[src/rtl/if_id_prefetch_queue.sv]
// if_id_prefetch_queue
// Small synchronous FIFO between instruction fetch and instruction decode. Buffers
// {pc, instruction} pairs so fetch keeps running while decode is stalled; a taken
// branch (flush) discards every buffered entry.
//
// Ports:
//   clk, rst         clock and synchronous active-high reset
//   flush            branch taken; empties the queue at the next edge
//   in_valid/in_ready, in_pc, in_instruction      push side (fetch)
//   out_valid/out_ready, out_pc, out_instruction  pop side (decode)
//   count            current occupancy, 0..DEPTH
//
// Build option:
//   IFQ_BYPASS_EN    when defined, an entry presented to an empty queue appears on the
//                    outputs combinationally and is consumed without a write if
//                    out_ready is high. Undefined: strict one-cycle fall-through latency.
module if_id_prefetch_queue #(
    parameter int unsigned DEPTH       = 4,
    parameter int unsigned ADDRESS_LEN = 32,
    parameter int unsigned CNT_W       = $clog2(DEPTH) + 1
) (
    input  logic                   clk,
    input  logic                   rst,
    input  logic                   flush,
    input  logic                   in_valid,
    input  logic [ADDRESS_LEN-1:0] in_pc,
    input  logic [ADDRESS_LEN-1:0] in_instruction,
    output logic                   in_ready,
    output logic                   out_valid,
    output logic [ADDRESS_LEN-1:0] out_pc,
    output logic [ADDRESS_LEN-1:0] out_instruction,
    input  logic                   out_ready,
    output logic [CNT_W-1:0]       count
);

    localparam int unsigned PTR_W = $clog2(DEPTH);

    logic [2*ADDRESS_LEN-1:0] mem_q [DEPTH];
    logic [PTR_W-1:0]         wr_ptr_q;
    logic [PTR_W-1:0]         rd_ptr_q;
    logic [CNT_W-1:0]         count_q;

    logic                     empty;
    logic                     bypass;
    logic                     push;
    logic                     pop;

    assign empty    = (count_q == '0);
    // Depends only on the count register, so out_ready never reaches in_ready.
    assign in_ready = (count_q != CNT_W'(DEPTH));
    assign count    = count_q;

`ifdef IFQ_BYPASS_EN
    // Reset also suppresses the bypass so outputs read idle while rst is held.
    assign bypass = empty & in_valid & ~flush & ~rst;
`else
    assign bypass = 1'b0;
`endif

    always_comb begin
        // A bypassed entry that decode takes this cycle is never written.
        push = in_valid & in_ready & ~flush & ~(bypass & out_ready);
        pop  = ~empty & out_ready & ~flush;
    end

    always_comb begin
        out_valid       = ~empty | bypass;
        out_pc          = '0;
        out_instruction = '0;
        if (bypass) begin
            out_pc          = in_pc;
            out_instruction = in_instruction;
        end else if (!empty) begin
            out_pc          = mem_q[rd_ptr_q][2*ADDRESS_LEN-1:ADDRESS_LEN];
            out_instruction = mem_q[rd_ptr_q][ADDRESS_LEN-1:0];
        end
    end

    // Storage is not cleared by reset or flush; count alone defines validity.
    always_ff @(posedge clk) begin
        if (push) begin
            mem_q[wr_ptr_q] <= {in_pc, in_instruction};
        end
    end

    // Pointers are PTR_W bits wide, so DEPTH-1 + 1 wraps to 0 naturally.
    always_ff @(posedge clk) begin
        if (rst || flush) begin
            wr_ptr_q <= '0;
            rd_ptr_q <= '0;
            count_q  <= '0;
        end else begin
            if (push) begin
                wr_ptr_q <= wr_ptr_q + PTR_W'(1);
            end
            if (pop) begin
                rd_ptr_q <= rd_ptr_q + PTR_W'(1);
            end
            if (push && !pop) begin
                count_q <= count_q + CNT_W'(1);
            end else if (pop && !push) begin
                count_q <= count_q - CNT_W'(1);
            end
        end
    end

endmodule

[config.mk]
export PLATFORM = sky130hd
export DESIGN_NAME = if_id_prefetch_queue
export DESIGN_NICKNAME = d
export VERILOG_FILES = /design/src/rtl/if_id_prefetch_queue.sv
export SDC_FILE = /design/constraint.sdc
export NUM_CORES = 1
export LEC_CHECK = 0
export ABC_AREA = 1
export BUFFER_PORTS_ARGS = -buffer_cell sky130_fd_sc_hd__buf_4
export CORE_MARGIN = 1
export CORE_UTILIZATION = 30
export DETAILED_ROUTE_END_ITERATION = 16
export GPL_ROUTABILITY_DRIVEN = 0
export PLACE_DENSITY = 0.57
export SLEW_MARGIN = 25
export SYNTH_ARGS = -nofsm -noshare
export SYNTH_HDL_FRONTEND = slang
export SYNTH_SLANG_ARGS = --single-unit
[constraint.sdc]
create_clock -name clk -period 9.4 [get_ports clk]
set_input_delay 1.88 -clock clk [delete_from_list [all_inputs] [get_ports clk]]
set_output_delay 1.88 -clock clk [all_outputs]
set_load 0.05 [all_outputs]
[Yosys cells after proc, flatten, opt, wreduce, memory -nomap -nowiden]
Memories as Yosys holds them, arrays and structs flattened. A register that Yosys moved wholly into a read port is not among the register bits.
Cells that the tools add are included.
Cells by class
  $add $sub $neg: 4
  eq/ne operators: 1
  multiplexer cells: 8
  bitwise logic cells: 6
  reductions and logical operators: 7
Operators by type and width (number)
  2-to-1 mux 32 bit: 2
  2-to-1 mux 3 bit: 2
  adder 2 x 1 -> 2 bit (second input constant): 2
  bitwise AND 1 bit: 4
  2-to-1 mux 2 bit: 2
  adder 3 x 1 -> 3 bit (second input constant): 1
  zero test 3 bit: 1
  != test 3 bit (second input constant): 1
  subtractor 3 x 1 -> 3 bit (second input constant): 1
  logical AND 1 bit: 2
  zero test 1 bit: 2
  2-to-1 mux 1 bit: 2
  NOT 1 bit: 2
  nonzero test 2 bit: 1
  logical OR 1 bit: 1
Storage, ports and cells
  register bits after elaboration: 7
  RAM bits: 256
  input bits: 69
  output and inout bits: 69
  word-level logic and storage cells: 30
  memories: 1
Memory list
  mem_q: depth 4, bits a word 64, rd ports 1, clocked after memory_dff 1, write ports 1, RTL line 38  | logic [2*ADDRESS_LEN-1:0] mem_q [DEPTH];

[Logic depth before layout (Yosys ltp)]
Gate-level depths: netlist of the first run.
  depth after elaboration: 7
  gate-level depth with buffers: 13

[Least setup slack after synthesis of the first run]
No wires, ideal clock.
  path type: in2reg
  from: input port in_valid
  to: memory mem_q[0][0] (netlist bit) (enable)
  setup time: 0.487 ns
  arrival time: 4.891 ns
  required time: 8.913 ns
  path slack: 4.022 ns
  stages on the path: 4
  buffers on the path: 0
  path through: inv_1 nor2_1 nand2_1 nor2_1
Between the ends
  cells in the longest elaborated chain, start to end: 4
RTL lines
  start: declaration: RTL line 25  | input logic in_valid,
  bitwise AND 1 bit (2 in a row): RTL line 62  | push = in_valid & in_ready & ~flush & ~(bypass & out_ready);
  2-to-1 mux 1 bit: RTL line 81  | if (push) begin
  2-to-1 mux 1 bit (not written as such): RTL line 82  | mem_q[wr_ptr_q] <= {in_pc, in_instruction};
  end: declaration: RTL line 38
No other way between the ends.

==> qor.yml, run 1 <==
outcome: "finished, final reports clean"
clockBufferDepth: 3
ctsHoldBuffers: 0
yosys_warnings: 0
die_w_um: 188
drv_slew: 0
synth.top_cell.area_share_pct: 73.8
leakage_uw: 0.00453
yosysUniqueCellTypes: 19
cts_resized: 0
h-tree-depth: 1
cp.arrival_ps: 3240
criticalPathCategory: "reg2out"
antenna_cells: 0
vias_per_cell: 4.53
ys_ff_latch: 265
cts_made_buffers: 29
tightest_slew_ps: 1010
wl_met3_mm: 1.32
drv_cap: 0
grt_pass1_vias: 6419
setup_slack_ps: 4280
rsz0062_at_grt: "false"
finalClockSkew_ps: 4.73
slowest_stage: "dfxtp_4"
path_cells: "clkinv_2, buf_4, o21ai_0, a21oi_1, buf_4"
finalNetCount: 1032
synth_edf_count: 256
drt-met1-wl_mm: 10.9
finalCriticalPeriod_ps: 5120
dr_wl_met2_mm: 11.2
utilization_pct: 37.7
worstReg2RegStart: "count[0]$_SDFFE_PP0P_"
antenna_left: 0
drive_gt1_share_pct: 20.0
first_iter_violations: 297
cts_root_buffer: "clkbuf_16"
worstHoldStart: "rd_ptr_q[0]$_SDFFE_PP0P_"
dp.cells: 1374
dr.pass1.iters: 4
synth_most_common_cell: "nor2_1"
ys.flop_type: "edfxtp_1"
synth_cells: 827
chipHeight_um: 188
dr.max_layer_used: "met4"
final_cell_area_mm2: 0.0128
antenna_found_initial: 0
synth_area_mm2: 0.0104
postCtsSetupBuffers: 0
cp_max_fo: 78
relSlewSlack_pct: 32.5
core_mm2: 0.0339
hold_class: "reg2reg"
drc: 0
crit_path_end_kind: "output port"
dp_hpwl_mm: 13.1
initial_core_util_pct: 30.8
synth_area_leaders: "edfxtp_1 (74%), nor2_1 (9.8%), o21ai_0 (5.7%)"
clk_latency_ps: 530
clock-sinks: 265
fmax_ghz: 0.195
critical_path.top_delay_family: "buffers and inverters"
place_area_mm2: 0.0118
hold_viol: 0
pre_cts_ws_ps: 4740
overflow: 0
areaGrowthSynthToFinish_pct: 22.5
yosysTopAreaCell: "edfxtp_1"
cp.required_ps: 7520
rows: 67
critical-path-max-stage-delay_ps: 740
async_flop_share_pct: 0
finalSetupViolations: 0
die_area_mm2: 0.0355
grt_max_degree: 79
power_density_mw_per_mm2: 210
cts_tree: "done"
cp_num_buf_inv: 3
ys_top_cells_by_count: "nor2_1 (271), edfxtp_1 (256), o21ai_0 (118)"
track_usage_pct: 13.3
fin_setup_tns_ps: 0
vias: 6455
grt_pass1_wl_mm: 36.7
fin_crit_sh_pct: 54.5
cp_common_cell: "buf_4"
path_clk_slew_ps: 60
final_cells: 1424
syn_nets: 902
ys_seq_area_share_pct: 75.5
num_io_pins: 138
synth.avg_cell_area_um2: 12.6
routed_wl_mm: 23.8
start_kind: "flip-flop"
wl_per_cell_um: 16.7
io_buffers: 137
vdd_drop_max_mv: 0.115
cells in the final DEF, fill, tap and decap left out:
cell type   synthesis  routed
a21oi_1            68      68
buf_4               4     145
buf_6              12       1
bufinv_16           0       5
clkbuf_1           11       3
clkbuf_16           0      29
clkinv_1            0       7
clkinv_2            0       5
clkinv_4            0       1
clkinvlp_4          0       1
dfxtp_1             9       7
dfxtp_2             0       1
dfxtp_4             0       1
edfxtp_1          256     256
fa_1                1       1
ha_1                5       5
inv_1              16      16
inv_2               3       2
nand2_1            17      17
nand3_1             4       4
nand3b_1            1       1
nor2_1            271     267
nor2_4              0       4
o21ai_0           118     118
o21ai_1            10      10
xor2_1              1       1
final timing paths:
path	depth (start not counted)	end	slack (ps)
max reg2reg	5	mem_q[1][49]$_DFFE_PP_	6620
min reg2reg	2	rd_ptr_q[0]$_SDFFE_PP0P_	500
max	5	out_instruction[20]	4280
min	2	rd_ptr_q[0]$_SDFFE_PP0P_	500
routing by layer:
metal / vias to the layer above / global-route usage [%]
li1: 3168 / -
met1: 3120 / 18.2
met2: 137 / 21.7
met3: 30 / 2.89
met4: 0 / 2.82
met5: - / 0
power breakdown:
part           internal (uW)  switching, uW
registers               1320           6.28
logic                   64.6            163
clock network            695            436
state kept, by name (all words and copies together) (netlist names), named ones only:
name      count
rd_ptr_q      2
count         3
wr_ptr_q      2
mem_q       256
worst reg2reg max path, stage by stage (launching register included):
cell	delay [ps]
dfxtp_1	420
nor2_1	80
nand2_1	130
nand2_1	270
nor2_4	800
buf_4	670
stage by stage:
step                hold slack (ps)  total power [uW]
floorplan                       467              1490
global placement                491              1580
detailed placement              495              1580
CTS                             507              2710
global route                    543              2780
finish                          504              2680
area by class of cell:
type                            count  area, um2
Fill cell                        3281      21100
Inverter                           19       72.6
Clock inverter                     18        213
Timing Repair Buffer              146       1100
Clock buffer                       32        737
Multi-Input combinational cell    496       2210
Tap cell                          448        561
Sequential cell                   265       7870
cells by family (layout without fill, tap and decap cells):
group | after synthesis | in the layout | synth area share (%)
buffers and inverters | 66 | 215 | 3.55
flip-flops | 265 | 265 | 75.5
adder cells (fa/ha/maj) | 6 | 6 | 0.793
AO/OA/AOI/OAI | 196 | 196 | 9.42
AND/OR/NAND/NOR | 293 | 293 | 10.6
XOR/XNOR | 1 | 1 | 0.0841
Note: power is estimated with default switching activity, not from simulation.
==> inputs of run 2 (changes only) <==
- ABC_AREA: 1 -> 0
- clock period: 9.4 -> 5 ns (I/O delays scaled with it)
==> qor.yml, run 2 <==
rsz0062_at_grt: "false"
vdd_drop_max_mv: 0.216  # +88%
clk_latency_ps: 530  # about the same
path_clk_slew_ps: 60  # about the same
synth_edf_count: 256  # unchanged
cp_max_fo: 42  # -46%
ys_seq_area_share_pct: 76.9  # +1.4 points
vias_per_cell: 4.52  # -0.39%
fmax_ghz: 0.269
syn_nets: 531  # -41%
synth.top_cell.area_share_pct: 75.1  # +1.4 points
hold_class: "reg2reg"
cts_tree: "done"
largest_register_ffs: 256  # unchanged
grt_pass1_vias: 5465  # -15%
finalNetCount: 682  # -34%
ys_ff_latch: 265  # unchanged
tightest_slew_ps: 1030  # +15.7 ps
synth_area_mm2: 0.0102  # -1.8%
synth_most_common_cell: "edfxtp_1"
track_usage_pct: 11.6  # -1.7 points
cts_made_buffers: 29  # unchanged
drv_cap: 0  # unchanged
fin_setup_tns_ps: 0  # unchanged
postCtsSetupBuffers: 0  # unchanged
die_w_um: 187  # -0.90%
h-tree-depth: 1  # unchanged
cts_resized: 0  # unchanged
finalCriticalPeriod_ps: 3720
antenna_left: 0  # unchanged
antenna_cells: 0  # unchanged
yosysUniqueCellTypes: 30  # +11
hold_viol: 0  # unchanged
dp.cells: 1024  # -25%
grt_max_degree: 66  # -16%
relSlewSlack_pct: 31.5  # -1.0 points
dr.pass1.iters: 4  # unchanged
drive_gt1_share_pct: 40.3  # +20 points
rows: 67  # unchanged
criticalPathCategory: "reg2out"
drv_slew: 0  # unchanged
ys_top_cells_by_count: "edfxtp_1 (256), and2_1 (64), mux4_2 (60)"
leakage_uw: 0.00423  # -6.6%
synth_cells: 456  # -45%
core_mm2: 0.0335  # -0.99%
outcome: "finished, final reports clean"
areaGrowthSynthToFinish_pct: 23.7
regMostFlops: "mem_q"
dp_hpwl_mm: 11.8  # -9.9%
wl_per_cell_um: 18.8  # +12%
synth.avg_cell_area_um2: 22.4  # +78%
ys.flop_type: "edfxtp_1"
overflow: 0  # unchanged
pre_cts_ws_ps: 1720  # -3020 ps
finalSetupViolations: 0  # unchanged
num_io_pins: 138  # unchanged
mostFrequentLayoutCell: "edfxtp_1"
io_buffers: 137  # unchanged
final_cell_area_mm2: 0.0127  # -0.87%
finalClockSkew_ps: 9.92  # +5.19 ps
power_density_mw_per_mm2: 390  # +85%
fin_crit_sh_pct: 74.3
clock-sinks: 265  # unchanged
start_kind: "flip-flop"
async_flop_share_pct: 0  # unchanged
place_area_mm2: 0.0118  # -0.36%
chipHeight_um: 187  # -0.90%
drc: 0  # unchanged
crit_path_end_kind: "output port"
mostFrequentLayoutCells: "edfxtp_1 (256), buf_4 (138), and2_1 (64)"
final_cells: 1071  # -25%
first_iter_violations: 266  # -10%
routed_wl_mm: 20.1  # -15%
yosys_warnings: 0  # unchanged
ctsHoldBuffers: 0  # unchanged
yosysTopAreaCell: "edfxtp_1"
synth_area_leaders: "edfxtp_1 (75%), mux4_2 (13%), and2_1 (3.9%)"
grt_pass1_wl_mm: 31.3  # -15%
initial_core_util_pct: 30.5  # -0.26 points
cts_root_buffer: "clkbuf_16"
setup_slack_ps: 1280  # -2990 ps
antenna_found_initial: 0  # unchanged
die_area_mm2: 0.0348  # -1.8%
cp.arrival_ps: 2720  # -520 ps
vias: 4836  # -25%
cp.required_ps: 4000  # -3520 ps
clockBufferDepth: 3  # unchanged
## run 2: cell count changes in the layout (fill, tap and decap cells not counted), moves of 13 or more
cell	before	now
nor2_1	267	6
o21ai_0	118	1
a21oi_1	68	2
and2_1	0	64
mux4_2	0	60
nand2_1	17	0
inv_1	16	3
## run 2: area by class of cell
class                   instances  area (um2)
clock buffers                  36         752
clock inverters                11         133
repair buffers                143        1160
multi-input cells             165        2160
flip-flops and latches        265        7880
fillers                      3115       20900
well taps                     448         561
inverters                       3        11.3
## run 2: path summary, 6_finish.rpt
check             slack, ps                      from  cells after the start               endpoint
hold reg to reg         530  rd_ptr_q[0]$_SDFFE_PP0P_                      2              flip-flop
setup reg to reg       2540     count[0]$_SDFFE_PP0P_                      8  count[2]$_SDFFE_PP0P_
setup / recovery       1280                 flip-flop                      4             out_pc[11]
hold / removal          530  rd_ptr_q[0]$_SDFFE_PP0P_                      2              flip-flop
## run 2: cells by family (layout without fill, tap and decap cells)
kind of cell / Yosys count / in the layout / share of synthesized area (%)
adders and majority gates: 6 / 6 / 0.807
and+or+nand+nor: 83 / 83 / 4.97
AOI/OAI and AO/OA: 7 / 7 / 0.501
xor gates and xnor gates: 4 / 4 / 0.342
buffers and inverters: 26 / 193 / 2.14
muxes: 65 / 65 / 14.3
DFF: 265 / 265 / 76.9
## run 2: worst max-delay path: stages, from the launching register on
cell and delay (ps):
dfxtp_4 950, buf_12 320, mux4_2 540, and2_1 180, buf_4 190
## run 2: metal layers
metal / routed length (um) / share of wire (%) / track usage, %
met4: 493 / 2.5 / 3.75
met1: 8290 / 41 / 14.2
met3: 1120 / 5.6 / 2.71
met5: 0 / 0 / 0
met2: 10200 / 51 / 20.2
## run 2: metrics by stage
stage | utilization (%) | power, uW | hold WS [ps]
finish | 37.7 | 4930 | 530
global route | 37.7 | 5110 | 587
CTS | 37.7 | 5010 | 532
detailed placement | 35.1 | 2980 | 508
global placement | 34.8 | 2960 | 507
floorplan | - | 2810 | 485
## run 2: power breakdown
part | switching (uW) | total, uW | leakage, uW | internal [uW]
Sequential | 16.2 | 2490 | 0.00240 | 2470
Clock | 802 | 2010 | 0.000429 | 1210
Combinational | 275 | 435 | 0.00140 | 160
Total | 1090 | 4930 | 0.00423 | 3840
